## src/rtl/req_encoder_4to2_pkg.sv

```systemverilog
// Shared widths, state encoding and helpers for the
// sequential 4-to-2 request encoder.
package req_encoder_4to2_pkg;

    localparam int IDX_W = 2;
    localparam int NREQ  = 4;

    typedef enum logic {
        ST_IDLE    = 1'b0,
        ST_PRESENT = 1'b1
    } state_t;

    // One-hot line for an encoded index
    function automatic logic [NREQ-1:0] onehot(input logic [IDX_W-1:0] idx);
        logic [NREQ-1:0] v;
        v      = '0;
        v[idx] = 1'b1;
        return v;
    endfunction

endpackage

```

## src/rtl/req_encoder_4to2_sel.sv

```systemverilog
// Combinational pick of one pending request: fixed
// priority (3 highest) or round-robin from ptr.
import req_encoder_4to2_pkg::*;

module prio_sel4 (
    input  logic [NREQ-1:0]  pend,
    input  logic [IDX_W-1:0] ptr,
    input  logic             rr,
    output logic [IDX_W-1:0] idx,
    output logic             any
);

    logic [IDX_W-1:0] j;

    // Later loop iterations win, so scan order puts the
    // preferred candidate last.
    always_comb begin
        idx = '0;
        j   = '0;
        any = |pend;
        if (rr) begin
            for (int i = NREQ - 1; i >= 0; i--) begin
                j = ptr + IDX_W'(i);
                if (pend[j]) idx = j;
            end
        end else begin
            for (int i = 0; i < NREQ; i++) begin
                if (pend[i]) idx = IDX_W'(i);
            end
        end
    end

endmodule

```

## src/rtl/req_encoder_4to2.sv

```systemverilog
// Captures request pulses into pending bits and presents
// the encoded index with a VALID/ACK handshake.
import req_encoder_4to2_pkg::*;

module req_encoder_4to2 #(
    parameter bit RR = 1'b0
) (
    input  logic CLK,
    input  logic RST,
    input  logic EN,
    input  logic D0,
    input  logic D1,
    input  logic D2,
    input  logic D3,
    input  logic ACK,
    output logic A0,
    output logic A1,
    output logic VALID,
    output logic OVR
);

    state_t           state_q, state_d;
    logic [NREQ-1:0]  pend_q, pend_d;
    logic [IDX_W-1:0] a_q, a_d;
    logic [IDX_W-1:0] ptr_q, ptr_d;
    logic             ovr_q, ovr_d;
    logic [NREQ-1:0]  set_v, clr_v;
    logic [IDX_W-1:0] sel_idx;
    logic             sel_any;

    prio_sel4 u_sel (
        .pend (pend_q),
        .ptr  (ptr_q),
        .rr   (RR),
        .idx  (sel_idx),
        .any  (sel_any)
    );

    // Next pending/overrun/handshake state; set beats clear
    always_comb begin
        state_d = state_q;
        a_d     = a_q;
        ptr_d   = ptr_q;
        set_v   = EN ? {D3, D2, D1, D0} : '0;
        clr_v   = '0;
        if (state_q == ST_PRESENT && ACK) clr_v = onehot(a_q);
        pend_d  = (pend_q & ~clr_v) | set_v;
        ovr_d   = |(set_v & pend_q & ~clr_v);
        unique case (state_q)
            ST_IDLE: begin
                if (sel_any) begin
                    state_d = ST_PRESENT;
                    a_d     = sel_idx;
                end
            end
            ST_PRESENT: begin
                if (ACK) begin
                    state_d = ST_IDLE;
                    if (RR) ptr_d = a_q + 1'b1;
                end
            end
            default: state_d = ST_IDLE;
        endcase
    end

    // Registers with synchronous reset
    always_ff @(posedge CLK) begin
        if (RST) begin
            state_q <= ST_IDLE;
            pend_q  <= '0;
            a_q     <= '0;
            ptr_q   <= '0;
            ovr_q   <= 1'b0;
        end else begin
            state_q <= state_d;
            pend_q  <= pend_d;
            a_q     <= a_d;
            ptr_q   <= ptr_d;
            ovr_q   <= ovr_d;
        end
    end

    assign A0    = a_q[0];
    assign A1    = a_q[1];
    assign VALID = (state_q == ST_PRESENT);
    assign OVR   = ovr_q;

endmodule

```

## config.mk

```make
export PLATFORM = sky130hd
export DESIGN_NAME = req_encoder_4to2
export DESIGN_NICKNAME = d
export VERILOG_FILES = /design/src/rtl/req_encoder_4to2_pkg.sv /design/src/rtl/req_encoder_4to2_sel.sv /design/src/rtl/req_encoder_4to2.sv
export SDC_FILE = /design/constraint.sdc
export NUM_CORES = 1
export LEC_CHECK = 0
export CAP_MARGIN = 30
export CORE_AREA = 2 2 39 41
export CTS_CLUSTER_DIAMETER = 200
export CTS_CLUSTER_SIZE = 25
export DETAILED_ROUTE_END_ITERATION = 7
export DIE_AREA = 0 0 41 43
export PLACE_DENSITY = 0.59
export SLEW_MARGIN = 20
export SYNTH_ARGS = -nofsm -noshare
export SYNTH_HDL_FRONTEND = slang
export SYNTH_SLANG_ARGS = --single-unit
```

## constraint.sdc

```tcl
create_clock -name CLK -period 1.61 [get_ports CLK]
set_clock_uncertainty 0.2 [all_clocks]
set_input_delay 0.322 -clock CLK [delete_from_list [all_inputs] [get_ports CLK]]
set_output_delay 0.322 -clock CLK [all_outputs]
set_load 0.02 [all_outputs]
```

==> summary.txt <==
Worst setup path
  – R2r worst-path depth: 4
  – R2r startpoint: a_q[0]$_SDFFE_PP0P_
  – Data arrival time of the worst path: 910 ps
  – Family with the most delay on the worst path: flip-flops
  – CP Class: reg -> out
  – Slowest CP cell: dfxtp_1
  – Worst path cell trace: dlygate4sd2_1
  – Reg-to-reg setup timing slack: 330 ps
  – Largest stage delay, worst path: 330 ps
  – Worst Path Buf+Inv: 1
  – CP required: 1090 ps
  – RR Endpoint: OVR$_SDFF_PP0_
  – Max Fanout on Critical Path: 2
  – CP Capture Type: output pin
  – Type of origin of the critical path: flop

Cells and area
  – Area Overhead vs Synth: 43.5%
  – Post-Layout Cell Count: 71
  – # diodes: 0
  – Layout cell share with drive strength beyond 1: 10.9%
  – Final core occ: 37.0%
  – Design area: 512 um2
  – Nets: 65

Timing
  – Worst-Margin Slew: 308 ps
  – Minimum clock period: 1430 ps
  – FMAX: 699 MHz
  – Final setup viols: 0
  – Final Hold Fails: 0
  – RSZ-0062 raised after global routing: no
  – Fin crit share: 88.9%
  – Fin Setup TNS: 0 ps
  – Max Slew Vio Count: 0
  – Fin worst setup slack: 179 ps
  – Slew headroom: 79.4%

Yosys
  – Syn avg cell area: 8.91 um2
  – Synthesized cell area: 357 um2
  – Syn. warnings: 0
  – Post-synth net total: 48
  – Gate Count Post-Synth: 40
  – Post-synthesis sequential area ratio: 44.9%
  – Netlist cell types: 22
  – Seq cells post-synth: 8

Die
  – Total die area: 1760 um2
  – Die span in y: 43 um
  – Initial Util: 25.8%
  – Rows: 14
  – I/O Pins: 12
  – Die Span X: 41 um
  – Core Area: 1380 um2

Drt
  – 1st-pass router iterations: 1
  – Iter 0 DRT Violations: 0
  – DRT Wirelength: 855 um
  – Antenna viol nets, final: 0
  – DR WL/cell: 12.0 um
  – Drt drc: 0
  – Via count: 365
  – Vias per Instance: 5.14

Global routing
  – GRT Overall Usage: 11.9%
  – Vias in the first global route: 367
  – GRT overflow: 0
  – Antenna violations before repair: 0
  – Pin count of the biggest net entering global routing: 11
  – First-pass GRT wire length: 1410 um

Clock tree
  – Clock Path Buffers: 2
  – Hold_buf cts: 0
  – Clock transition at path regs: 50 ps
  – TritonCTS clock tree: yes
  – Clock Sinks: 8
  – H-tree lvl count: 1
  – Root Driver: clkbuf_4
  – Worst-Skew Late Latency: 250 ps
  – CTS buffer count: 3

Flow run
  – Max Cap Viol: 0

Min path
  – Hold Path Depth: 2
  – Hold EP: OVR$_SDFF_PP0_
  – Min-delay src: pend_q[1]$_SDFF_PP0_
  – Worst hold path class: reg -> reg

Power and ir drop
  – Flop pwr share: 46.7%
  – PD cells: 954 nW/um2
  – Clock power frac: 30.6%
  – Peak VDD IR: 0.337 mV
  – Pleak: 0.204 nW
  – Switching share of total power: 27.0%
  – Int Pwr: 0.357 mW
  – Gate power share: 22.7%
  – Net Switching: 0.132 mW

Placement
  – HPWL after DPL: 644 um
  – Port Buf Inserts: 11
  – GP Congestion: 0.683
  – Total placed cells including tap cells: 68
  – Post-Place Setup Slack: -61.4 ps
  – DP Area: 494 um2

Outcome
  – Status: complete, no violations
[through the flow]
step	hold WS (ps)	total power [mW]
finish	321	0.488
global route	362	0.524
CTS	325	0.499
detailed placement	313	0.350
global placement	313	0.350
floorplan	234	0.294
[synthesized netlist by cell type]
cell type | n | area [um2]
nor3_1 | 1 | 5.00
nand2_1 | 2 | 7.51
o21ai_0 | 1 | 5.00
nor2b_1 | 1 | 6.26
nand3_1 | 1 | 5.00
a22oi_1 | 3 | 22.5
nor2_1 | 5 | 18.8
buf_6 | 1 | 11.3
a311oi_1 | 1 | 8.76
o31ai_1 | 1 | 7.51
inv_1 | 1 | 3.75
a32oi_1 | 1 | 8.76
dfxtp_1 | 8 | 160
a221oi_1 | 1 | 8.76
o21ai_1 | 1 | 5.00
o311ai_1 | 1 | 8.76
nand4_1 | 1 | 6.26
and2_1 | 1 | 6.26
o21bai_1 | 2 | 15.0
buf_1 | 1 | 3.75
a21oi_1 | 3 | 15.0
nand4b_1 | 2 | 17.5
[layer usage]
metal	vias to the layer above	GRT usage, %	routed length, um
met4	0	6.00	12
met2	10	17.8	382
met3	2	6.81	61
li1	183	-	-
met5	-	0	0
met1	170	12.8	397
[layout by cell type, fill, tap and decap left out, drive strengths merged, types with 3 or more instances in the layout]
master | Yosys | layout
a22oi | 3 | 3
dlygate4sd2 | 0 | 4
buf | 2 | 3
clkbuf | 0 | 3
a21oi | 3 | 3
clkdlybuf4s50 | 0 | 7
nor2 | 5 | 5
dfxtp | 8 | 8
[worst register-to-register path, stage by stage, from the launching register on]
cell and delay [ps]:
dfxtp_1 300, buf_4 150, nand4b_1 200, a32oi_1 210, a311oi_1 100
[how the worst max path moves through the flow]
stage / start / end / slack, ps / cells past startpoint
floorplan: VALID$_SDFF_PP0_ / OVR$_SDFF_PP0_ / 280 / 4
global placement: ACK / OVR$_SDFF_PP0_ / -70 / 4
detailed placement: ACK / OVR$_SDFF_PP0_ / -60 / 4
CTS: VALID$_SDFF_PP0_ / VALID / 160 / 1
global route: VALID$_SDFF_PP0_ / VALID / 130 / 1
finish: VALID$_SDFF_PP0_ / VALID / 180 / 1
[cell type report]
cell class | instances | area [um2]
Inverter | 1 | 3.75
Sequential cell | 8 | 160
Clock buffer | 3 | 22.5
Timing Repair Buffer | 14 | 128
Tap cell | 16 | 20.0
Fill cell | 149 | 872
Multi-Input combinational cell | 29 | 178
[logic make-up after synthesis]
group | Yosys count | synth area share, %
buffers and inverters | 3 | 5.26
AND/OR/NAND/NOR | 14 | 20.4
flip-flops | 8 | 44.9
AO/OA/AOI/OAI | 15 | 29.5
[power groups by stage]
stage	clock network [mW]	logic, mW	registers, mW
global route	0.173	0.121	0.231
global placement	0	0.118	0.231
detailed placement	0	0.118	0.232
floorplan	0	0.0470	0.247
finish	0.149	0.111	0.228
CTS	0.160	0.111	0.228
[sequential cells by signal, summed over array words and instances (netlist names)]
name	count
pend_q	4
a_q	2
VALID	1
OVR	1
[what timing repair did]
action | 4_1_cts | 5_1_grt
resized for setup | 4 | 0
setup buffers | 0 | 0
setup endpoints to repair | 4 | 0
No activity file was read; power rests on OpenSTA's default activity.
